$ cat config.mk
export PLATFORM = sky130hd
export DESIGN_NAME = mgmt_spi_master
export DESIGN_NICKNAME = d
export VERILOG_FILES = /design/src/rtl/mgmt_spi_pkg.sv /design/src/rtl/mgmt_spi_clkgen.sv /design/src/rtl/mgmt_spi_master.sv
export SDC_FILE = /design/constraint.sdc
export NUM_CORES = 1
export LEC_CHECK = 0
export BUFFER_PORTS_ARGS = -buffer_cell sky130_fd_sc_hd__buf_4
export CELL_PAD_IN_SITES_DETAIL_PLACEMENT = 1
export CELL_PAD_IN_SITES_GLOBAL_PLACEMENT = 1
export CORE_UTILIZATION = 38
export DETAILED_ROUTE_END_ITERATION = 16
export PLACE_DENSITY = 0.74
export SLEW_MARGIN = 20
export SYNTH_ARGS = -nofsm -noshare
export SYNTH_HDL_FRONTEND = slang
export SYNTH_SLANG_ARGS = --single-unit
$ cat constraint.sdc
create_clock -name clk -period 2 [get_ports clk]
set_input_delay 0.1 -clock clk [delete_from_list [all_inputs] [get_ports clk]]
set_output_delay 0.1 -clock clk [all_outputs]
set_load 0.01 [all_outputs]
$ cat src/rtl/mgmt_spi_pkg.sv
// Shared constants for the management SPI master: frame commands, slave
// register map and control-register bit positions.
package mgmt_spi_pkg;

    localparam logic [7:0] CMD_WRITE  = 8'h02;
    localparam logic [7:0] CMD_READ   = 8'h03;
    localparam int         FRAME_BITS = 24;

    localparam logic [7:0] ADDR0_START_H = 8'h00;
    localparam logic [7:0] ADDR0_START_L = 8'h01;
    localparam logic [7:0] ADDR0_END_H   = 8'h02;
    localparam logic [7:0] ADDR0_END_L   = 8'h03;
    localparam logic [7:0] ADDR1_START_H = 8'h04;
    localparam logic [7:0] ADDR1_START_L = 8'h05;
    localparam logic [7:0] ADDR1_END_H   = 8'h06;
    localparam logic [7:0] ADDR1_END_L   = 8'h07;
    localparam logic [7:0] ADDR2_START_H = 8'h08;
    localparam logic [7:0] ADDR2_START_L = 8'h09;
    localparam logic [7:0] ADDR2_END_H   = 8'h0A;
    localparam logic [7:0] ADDR2_END_L   = 8'h0B;
    localparam logic [7:0] CTRL_REG      = 8'h0C;
    localparam logic [7:0] STATUS_REG    = 8'h0D;

    localparam int CTRL_MODE_LO    = 0;
    localparam int CTRL_MODE_HI    = 1;
    localparam int CTRL_RANGE0_EN  = 2;
    localparam int CTRL_RANGE1_EN  = 3;
    localparam int CTRL_FLASH0_SEL = 4;
    localparam int CTRL_FLASH1_SEL = 5;
    localparam int CTRL_HOST_SEL   = 6;

    typedef enum logic [2:0] {
        ST_IDLE,
        ST_SETUP,
        ST_SHIFT,
        ST_HOLD,
        ST_GAP
    } mgmt_state_e;

    // Reads always carry a zero data byte so the slave sees a clean frame.
    function automatic logic [FRAME_BITS-1:0] build_frame(
        input logic       write,
        input logic [7:0] addr,
        input logic [7:0] wdata
    );
        return {(write ? CMD_WRITE : CMD_READ), addr, (write ? wdata : 8'h00)};
    endfunction

endpackage

$ cat src/rtl/mgmt_spi_clkgen.sv
// SCK generator: toggles sck every CLK_DIV enabled cycles and flags the
// cycle in which a rising or falling transition is about to be registered.
module mgmt_spi_clkgen #(
    parameter int CLK_DIV = 2
) (
    input  logic clk,
    input  logic rst,
    input  logic en,
    output logic sck,
    output logic rise_evt,
    output logic fall_evt
);

    localparam int            CW       = (CLK_DIV > 1) ? $clog2(CLK_DIV) : 1;
    localparam logic [CW-1:0] DIV_LAST = CW'(CLK_DIV - 1);

    logic [CW-1:0] div_q, div_d;
    logic          sck_q, sck_d;
    logic          tc;

    always_comb begin
        tc    = en && (div_q == DIV_LAST);
        div_d = div_q;
        sck_d = sck_q;
        // Disabled means parked: sck low and the divider restarted, so the
        // first half-period of every frame is a full CLK_DIV cycles.
        if (!en) begin
            div_d = '0;
            sck_d = 1'b0;
        end else if (tc) begin
            div_d = '0;
            sck_d = ~sck_q;
        end else begin
            div_d = div_q + CW'(1);
        end
        rise_evt = tc && !sck_q;
        fall_evt = tc && sck_q;
    end

    always_ff @(posedge clk or posedge rst) begin
        if (rst) begin
            div_q <= '0;
            sck_q <= 1'b0;
        end else begin
            div_q <= div_d;
            sck_q <= sck_d;
        end
    end

    assign sck = sck_q;

endmodule

$ cat src/rtl/mgmt_spi_master.sv
// Management SPI master: one {cmd, addr, data} mode-0 frame per request.
// Define MGMT_SPI_READBACK_EN to follow every write with a verifying read.
module mgmt_spi_master
    import mgmt_spi_pkg::*;
#(
    parameter int CLK_DIV  = 2,
    parameter int CS_SETUP = 2,
    parameter int CS_HOLD  = 2,
    parameter int CS_GAP   = 2
) (
    input  logic       clk,
    input  logic       rst,
    input  logic       req_valid,
    output logic       req_ready,
    input  logic       req_write,
    input  logic [7:0] req_addr,
    input  logic [7:0] req_wdata,
    output logic       rsp_valid,
    output logic [7:0] rsp_rdata,
    output logic       rsp_err,
    output logic       mgmt_clk,
    output logic       mgmt_cs_n,
    output logic       mgmt_mosi,
    input  logic       mgmt_miso
);

    localparam logic [15:0] SETUP_LAST = 16'(CS_SETUP - 1);
    localparam logic [15:0] HOLD_LAST  = 16'(CS_HOLD - 1);
    localparam logic [15:0] GAP_LAST   = 16'(CS_GAP - 1);
    localparam logic [4:0]  LAST_BIT   = 5'(FRAME_BITS - 1);

    mgmt_state_e           state_q, state_d;
    logic [15:0]           cnt_q, cnt_d;
    logic [4:0]            bit_q, bit_d;
    logic [FRAME_BITS-1:0] tx_q, tx_d;
    logic [7:0]            rx_q, rx_d;
    logic                  req_ready_q, req_ready_d;
    logic                  cs_n_q, cs_n_d;
    logic                  mosi_q, mosi_d;
    logic                  rsp_valid_q, rsp_valid_d;
    logic [7:0]            rsp_rdata_q, rsp_rdata_d;
`ifdef MGMT_SPI_READBACK_EN
    logic                  rsp_err_q, rsp_err_d;
    logic                  rb_pend_q, rb_pend_d;
    logic                  rb_rd_q, rb_rd_d;
    logic                  rb_chk_q, rb_chk_d;
    logic [7:0]            rb_addr_q, rb_addr_d;
    logic [7:0]            rb_wdata_q, rb_wdata_d;
`endif

    logic shift_en;
    logic sck;
    logic rise_evt;
    logic fall_evt;

    assign shift_en = (state_q == ST_SHIFT);

    mgmt_spi_clkgen #(
        .CLK_DIV(CLK_DIV)
    ) u_clkgen (
        .clk     (clk),
        .rst     (rst),
        .en      (shift_en),
        .sck     (sck),
        .rise_evt(rise_evt),
        .fall_evt(fall_evt)
    );

    always_comb begin
        state_d     = state_q;
        cnt_d       = cnt_q;
        bit_d       = bit_q;
        tx_d        = tx_q;
        rx_d        = rx_q;
        req_ready_d = req_ready_q;
        cs_n_d      = cs_n_q;
        mosi_d      = mosi_q;
        rsp_valid_d = 1'b0;
        rsp_rdata_d = rsp_rdata_q;
`ifdef MGMT_SPI_READBACK_EN
        rsp_err_d   = rsp_err_q;
        rb_pend_d   = rb_pend_q;
        rb_rd_d     = rb_rd_q;
        rb_chk_d    = rb_chk_q;
        rb_addr_d   = rb_addr_q;
        rb_wdata_d  = rb_wdata_q;
`endif

        case (state_q)
            ST_IDLE: begin
                if (req_valid && req_ready_q) begin
                    tx_d        = build_frame(req_write, req_addr, req_wdata);
                    mosi_d      = tx_d[FRAME_BITS-1];
                    cs_n_d      = 1'b0;
                    req_ready_d = 1'b0;
                    cnt_d       = '0;
                    state_d     = ST_SETUP;
`ifdef MGMT_SPI_READBACK_EN
                    rb_pend_d   = req_write;
                    rb_chk_d    = 1'b0;
                    rb_addr_d   = req_addr;
                    rb_wdata_d  = req_wdata;
`endif
                end
            end

            ST_SETUP: begin
                if (cnt_q == SETUP_LAST) begin
                    cnt_d   = '0;
                    bit_d   = '0;
                    state_d = ST_SHIFT;
                end else begin
                    cnt_d = cnt_q + 16'd1;
                end
            end

            ST_SHIFT: begin
                if (rise_evt) begin
                    rx_d = {rx_q[6:0], mgmt_miso};
                end
                // The frame ends on the 24th falling edge so sck is already
                // low when cs_n starts its hold time.
                if (fall_evt) begin
                    tx_d   = {tx_q[FRAME_BITS-2:0], 1'b0};
                    mosi_d = tx_q[FRAME_BITS-2];
                    if (bit_q == LAST_BIT) begin
                        cnt_d   = '0;
                        state_d = ST_HOLD;
                    end else begin
                        bit_d = bit_q + 5'd1;
                    end
                end
            end

            ST_HOLD: begin
                if (cnt_q == HOLD_LAST) begin
                    cs_n_d  = 1'b1;
                    cnt_d   = '0;
                    state_d = ST_GAP;
`ifdef MGMT_SPI_READBACK_EN
                    if (rb_pend_q) begin
                        rb_pend_d = 1'b0;
                        rb_rd_d   = 1'b1;
                    end else begin
                        rsp_valid_d = 1'b1;
                        rsp_rdata_d = rx_q;
                        rsp_err_d   = rb_chk_q && (rx_q != rb_wdata_q);
                        rb_chk_d    = 1'b0;
                    end
`else
                    rsp_valid_d = 1'b1;
                    rsp_rdata_d = rx_q;
`endif
                end else begin
                    cnt_d = cnt_q + 16'd1;
                end
            end

            ST_GAP: begin
                if (cnt_q == GAP_LAST) begin
                    cnt_d = '0;
`ifdef MGMT_SPI_READBACK_EN
                    if (rb_rd_q) begin
                        tx_d     = build_frame(1'b0, rb_addr_q, 8'h00);
                        mosi_d   = tx_d[FRAME_BITS-1];
                        cs_n_d   = 1'b0;
                        rb_rd_d  = 1'b0;
                        rb_chk_d = 1'b1;
                        state_d  = ST_SETUP;
                    end else begin
                        req_ready_d = 1'b1;
                        state_d     = ST_IDLE;
                    end
`else
                    req_ready_d = 1'b1;
                    state_d     = ST_IDLE;
`endif
                end else begin
                    cnt_d = cnt_q + 16'd1;
                end
            end

            default: begin
                cs_n_d      = 1'b1;
                req_ready_d = 1'b1;
                state_d     = ST_IDLE;
            end
        endcase
    end

    always_ff @(posedge clk or posedge rst) begin
        if (rst) begin
            state_q     <= ST_IDLE;
            cnt_q       <= '0;
            bit_q       <= '0;
            tx_q        <= '0;
            rx_q        <= '0;
            req_ready_q <= 1'b1;
            cs_n_q      <= 1'b1;
            mosi_q      <= 1'b0;
            rsp_valid_q <= 1'b0;
            rsp_rdata_q <= 8'h00;
`ifdef MGMT_SPI_READBACK_EN
            rsp_err_q   <= 1'b0;
            rb_pend_q   <= 1'b0;
            rb_rd_q     <= 1'b0;
            rb_chk_q    <= 1'b0;
            rb_addr_q   <= 8'h00;
            rb_wdata_q  <= 8'h00;
`endif
        end else begin
            state_q     <= state_d;
            cnt_q       <= cnt_d;
            bit_q       <= bit_d;
            tx_q        <= tx_d;
            rx_q        <= rx_d;
            req_ready_q <= req_ready_d;
            cs_n_q      <= cs_n_d;
            mosi_q      <= mosi_d;
            rsp_valid_q <= rsp_valid_d;
            rsp_rdata_q <= rsp_rdata_d;
`ifdef MGMT_SPI_READBACK_EN
            rsp_err_q   <= rsp_err_d;
            rb_pend_q   <= rb_pend_d;
            rb_rd_q     <= rb_rd_d;
            rb_chk_q    <= rb_chk_d;
            rb_addr_q   <= rb_addr_d;
            rb_wdata_q  <= rb_wdata_d;
`endif
        end
    end

    assign req_ready = req_ready_q;
    assign rsp_valid = rsp_valid_q;
    assign rsp_rdata = rsp_rdata_q;
    assign mgmt_clk  = sck;
    assign mgmt_cs_n = cs_n_q;
    assign mgmt_mosi = mosi_q;
`ifdef MGMT_SPI_READBACK_EN
    assign rsp_err   = rsp_err_q;
`else
    assign rsp_err   = 1'b0;
`endif

endmodule

==> flow_summary.toml, run 1 <==
[finish]
num-fill-cells = 976
diodes = 0
fin_cells = 493
syn_to_final_growth_pct = 20.86
drive_gt1_share_pct = 23.97
fin_nets = 407
fin_util_pct = 48.33

[yosys]
synth_top_cell_area_share_pct = 50.26
synth_ff_type = "dfrtp_1"
ys_ff_latch = 69
synth_edf_count = 0
syn_inst = 339
yosysMostFrequentCell = "dfrtp_1"
synth_area_sq_um = 3336
syn_nets = 363
synth_area_per_cell_sq_um = 9.840
yosysTopAreaCell = "dfrtp_1"
post_synth_num_cell_types = 50
ys_seq_area_share_pct = 51.84
synthTopCellsByArea = "dfrtp_1 50%, mux2_2 5.4%, o21ai_0 5.1%, nand2_1 4.7%, nand3_1 3.5%"
ys_top_cells_by_count = "67 x dfrtp_1, 42 x nand2_1, 34 x o21ai_0"
synthArstFlopShare_pct = 100.0
yosysWarnings = 0

[job]
drv_cap = 0

[place]
port_buffers = 33
place_congestion = 0.8223
hpwl_mm = 5.676
placed_cells = 475

[worst_setup_path]
ff2ff_setup_slack_ns = 0.09
critPathLaunch = "cnt_q[0]"
path_class = "flip-flop to flip-flop"
critPathRequiredTime_ns = 2.25
path_max_fanout = 8
crit_arrival_ns = 2.16
crit_path_end_kind = "flip-flop"
worstSetupStartpointType = "flip-flop"
rr_startpoint = "cnt_q[0]"

[route]
antenna_left = 0
drtPass1Iterations = 6
wire_per_inst_um = 16.64
vias = 2765
drc = 0
finalWirelength_mm = 8.202
routed_via_density = 5.609
initialDrtViolationCount = 143

[clocking]
clock_sinks = 69
clock_tree.root_cell = "clkbuf_8"
cts.path.max_buffers = 2
clk_pin_slew_ns = 0.08
h-tree-depth = 3
numCtsBuffers = 9
insertion_delay_ns = 0.35
cts_tree = "done"
postCtsSetupRepairBufs = 0

[timing]
rsz0062_at_grt = "false"
max_freq_ghz = 0.5246
finalClockSkew_ns = 0.01093
setup_viol = 0
finalHoldViolCount = 0
period_minus_slack_ns = 1.906
slew_viol_final = 0
fin_crit_sh_pct = 95.30
fin_tns_setup_ns = 0

[power]
p_leak_nw = 1.769
ir_drop_uv = 460.5
power_density_nw_per_um2 = 688.3

[die]
fp.dieH_um = 95.69
rows = 33
io-pin-count = 35
dieArea_sq_um = 9157
fp.dieW_um = 95.69
start_util_pct = 39.99
core_area_sq_um = 8341

[run_status]
status = "finished clean"

[grt]
grt_usage_pct = 20.07
antenna_found_initial = 0
grt_pass1_wl_mm = 14.15
met1_usage_pct = 27.11
grt_pass1_vias = 2845
grt_util_met3_pct = 3.397
use_met2_pct = 31.96
gr-total-overflow = 0
grt_max_degree = 49
busiest_layer = "met2"

[min_path]
min_from = "req_wdata[0]"
hp-class = "input pin to flip-flop"
## logic make-up after synthesis
group	count (synthesis)	share of synthesized area (%)
xor+xnor	2	0.5252
simple gates	127	19.88
other cells	1	0.1124
mux	24	7.802
buf+inv	30	4.013
fa+ha+maj	3	1.125
compound gates	83	14.70
flops	69	51.84
## critical path, stage by stage, from the launching register on
cell     delay, ns
dfrtp_2       0.46
ha_1          0.21
nor4b_1       0.14
and4_1        0.25
buf_4         0.18
or3_1         0.37
a31oi_1       0.21
## layout by cell type, fill, tap and decap left out, types with 2 or more instances in the layout
cell	Yosys	layout
mux2_2	16	16
a21oi_1	14	14
clkbuf_8	0	10
clkinv_2	0	2
nand3_1	23	23
bufinv_16	0	2
mux2i_1	8	8
and3_1	9	9
nor2_1	11	11
ha_1	3	3
nor3_1	4	4
nor4_1	6	6
o21ai_0	34	33
and4b_1	2	2
nand4_1	7	7
and4_1	3	3
o211ai_1	8	8
dlygate4sd3_1	0	2
a21o_1	2	2
nand3b_1	2	2
or4_1	2	2
nand2_1	42	42
a31oi_1	15	15
dfstp_2	2	2
dfrtp_1	67	66
buf_4	2	51
or3_1	7	7
o22ai_1	2	2
inv_1	9	8
## sequential cells by signal, indices dropped and copies added (netlist names)
register / count
bit_q: 5
cnt_q: 16
mgmt_cs_n: 1
mgmt_mosi: 1
req_ready: 1
rsp_rdata: 8
rsp_valid: 1
rx_q: 8
state_q: 3
tx_q: 23
u_clkgen.div_q: 1
u_clkgen.sck: 1
## power breakdown
group / total, mW / switching [mW] / internal (mW)
clock network: 1.28 / 0.549 / 0.734
logic: 0.0831 / 0.0418 / 0.0413
registers: 1.41 / 0.00637 / 1.40
## final cells by class
type / count / area, sq um / share of cell area, %
Clock buffer: 10 / 137.6 / 3.414
Clock inverter: 6 / 86.33 / 2.142
Inverter: 9 / 33.78 / 0.8380
Multi-Input combinational cell: 240 / 1489 / 36.93
Sequential cell: 69 / 1730 / 42.92
Tap cell: 105 / 131.4 / 3.259
Timing Repair Buffer: 54 / 422.9 / 10.49
## layer usage
| layer | wire length, um | share of wire (%) |
|---|---|---|
| met4 | 138 | 1.7 |
| met3 | 231 | 2.8 |
| met5 | 0 | 0 |
| met1 | 3901 | 48 |
| met2 | 3932 | 48 |
## metrics by stage
step / worst slack, ns / power (mW) / hold WS, ns / instance area, sq um
floorplan: 0.1634 / 1.466 / 0.2471 / 3336
global placement: 0.1748 / 1.517 / 0.1557 / 3779
detailed placement: 0.08350 / 1.519 / 0.1598 / 3779
CTS: 0.07623 / 2.801 / 0.04288 / 4023
global route: 0.001611 / 2.881 / 0.07353 / 4031
finish: 0.09391 / 2.775 / 0.04387 / 4031
## what timing repair did
item,4_1_cts,5_1_grt
resized for setup,0,2
hold endpoints to repair,19,0
setup endpoints to repair,0,7
hold buffers,2,0
## worst paths after layout
kind | endpoint | cells after the start
setup / recovery | cnt_q[14] | 6
hold / removal | tx_q[0] | 3
setup reg to reg | cnt_q[14] | 6
hold reg to reg | tx_q[13] | 2
max in group asynchronous | mgmt_cs_n | 4
min in group asynchronous | bit_q[0] | 3
No activity file was read; power rests on OpenSTA's default activity.
==> run 2: changes to the inputs <==
Settings changed: REMOVE_ABC_BUFFERS set to 1.
==> flow_summary.toml, run 2 (synthesis gave the netlist of run 1 again) <==
[worst_setup_path]
critPathRequiredTime_ns = 2.24
crit_path_end_kind = "flip-flop"
worstSetupStartpointType = "flip-flop"
critPathSlowestCell = "dfrtp_1"
crit_arrival_ns = 2.10
path_cells = "nor4_1 -> and4_1 -> nand3_2 -> mux2_2"
critPathTopFamily = "simple AND/OR/NAND/NOR gates"
cp_num_buf_inv = 0
slowest_delay_ns = 0.47
path_max_fanout = 9
path_class = "flip-flop to flip-flop"

[timing]
setup_ws_ns = 0.1362
period_minus_slack_ns = 1.864
holdWs_ns = 0.02232
slew_viol_final = 0
setup_viol = 0
fin_crit_sh_pct = 93.19
rsz0062_at_grt = "false"
finalClockSkew_ns = 0.01534
finalHoldViolCount = 0
max_freq_ghz = 0.5366

[power]
p_seq_share_pct = 53.6
p_switching_mw = 0.6097
pwr-share-comb_pct = 3.0
pwr-share-clk_pct = 43.4
p_leak_nw = 1.752
power_density_nw_per_um2 = 657.6
ir_drop_uv = 441.7
intPower_mw = 2.018
p_sw_share_pct = 23.21

[grt]
antenna_found_initial = 0
busiest_layer = "met2"
grt_pass1_vias = 2853
grt_util_met3_pct = 4.818
grt_pass1_wl_mm = 13.82
use_met2_pct = 31.01
grt_max_degree = 70
met1_usage_pct = 26.06
grt_usage_pct = 19.72
gr-total-overflow = 0

[die]
rows = 33
fp.dieW_um = 95.69
io-pin-count = 35
core_area_sq_um = 8341
start_util_pct = 39.99
dieArea_sq_um = 9157
fp.dieH_um = 95.69

[route]
vias = 2735
antenna_left = 0
routed_via_density = 5.570
finalWirelength_mm = 7.915
drc = 0
wire_per_inst_um = 16.12
initialDrtViolationCount = 86
drtPass1Iterations = 4

[clocking]
cts.path.max_buffers = 2
clock_tree.root_cell = "clkbuf_8"
cts_tree = "done"
insertion_delay_ns = 0.36
h-tree-depth = 3
numCtsBuffers = 9
clock_sinks = 69
clk_pin_slew_ns = 0.09

[finish]
drive_gt1_share_pct = 23.32
layout_common_cells = "67 x dfrtp_1, 48 x buf_4, 42 x nand2_1, 33 x o21ai_0, 23 x nand3_1"
largest_reg_flops = 23
syn_to_final_growth_pct = 19.77
fin_nets = 405
final_common_cell = "dfrtp_1"
largestRegisters = "tx_q: 23 flops, cnt_q: 16 flops"
top_register = "tx_q"
diodes = 0

[place]
port_buffers = 33
hpwl_mm = 5.417
place_ws_ns = 0.09502
place_congestion = 0.7791

[min_path]
hp-class = "input pin to flip-flop"

[run_status]
status = "finished clean"

[job]
drv_cap = 0
## run 2: layout make-up
cell class	count	area, sq um
fillers	961	4345
flip-flops and latches	69	1729
multi-input cells	240	1488
repair buffers	52	420.4
well taps	105	131.4
clock buffers	10	127.6
clock inverters	6	65.06
inverters	9	33.78
## run 2: worst paths after layout
check                           slack, ns  cells past startpoint      endpoint         start
worst max-delay path                 0.14                      4  rsp_rdata[3]      cnt_q[4]
worst min-delay path                 0.02                      3       tx_q[0]  req_wdata[0]
worst max register to register       0.14                      4  rsp_rdata[3]      cnt_q[4]
worst min register to register       0.48                      2       tx_q[9]       tx_q[9]
max in group asynchronous            1.27                      4     req_ready           rst
min in group asynchronous            0.39                      4       rx_q[4]           rst
## run 2: per-stage QoR
step / area, sq um / setup TNS, ns / utilization, % / instances / power [mW]
2_1_floorplan: 3236 / -37.80 / - / 318 / 1.464
3_3_place_gp: 3776 / 0 / 45.27 / 473 / 1.511
3_5_place_dp: 3776 / 0 / 45.27 / 473 / 1.515
4_1_cts: 3989 / 0 / 47.82 / 491 / 2.667
5_1_grt: 3995 / 0 / 47.90 / 491 / 2.724
6_report: 3995 / 0 / 47.90 / 491 / 2.627
## run 2: routing by layer
| layer | wire, um | vias to the layer above |
|---|---|---|
| li1 | - | 1322 |
| met1 | 3750 | 1359 |
| met2 | 3781 | 41 |
| met3 | 235 | 13 |
| met4 | 147 | 0 |
| met5 | 0 | - |
## run 2: repair_timing
item,in CTS,in global routing
hold buffers,2,0
hold endpoints to repair,68,0
gates resized for setup,0,1
buffers inserted,0,0
endpoints found under the setup margin,0,8
## run 2: worst min-delay path, delay by kind of cell
| kind | cells | cell delay [ns] |
|---|---|---|
| AOI/OAI and AO/OA | 1 | 0.07 |
| and+or+nand+nor | 1 | 0.07 |
| buffers and inverters | 1 | 0.11 |
## run 2: power by group through the flow
stage | combinational [mW] | clock (mW) | sequential, mW
detailed placement | 0.0789 | 0 | 1.44
floorplan | 0.0309 | 0 | 1.43
global placement | 0.0766 | 0 | 1.43
finish | 0.0784 | 1.14 | 1.41
global route | 0.0885 | 1.23 | 1.41
CTS | 0.0819 | 1.18 | 1.41
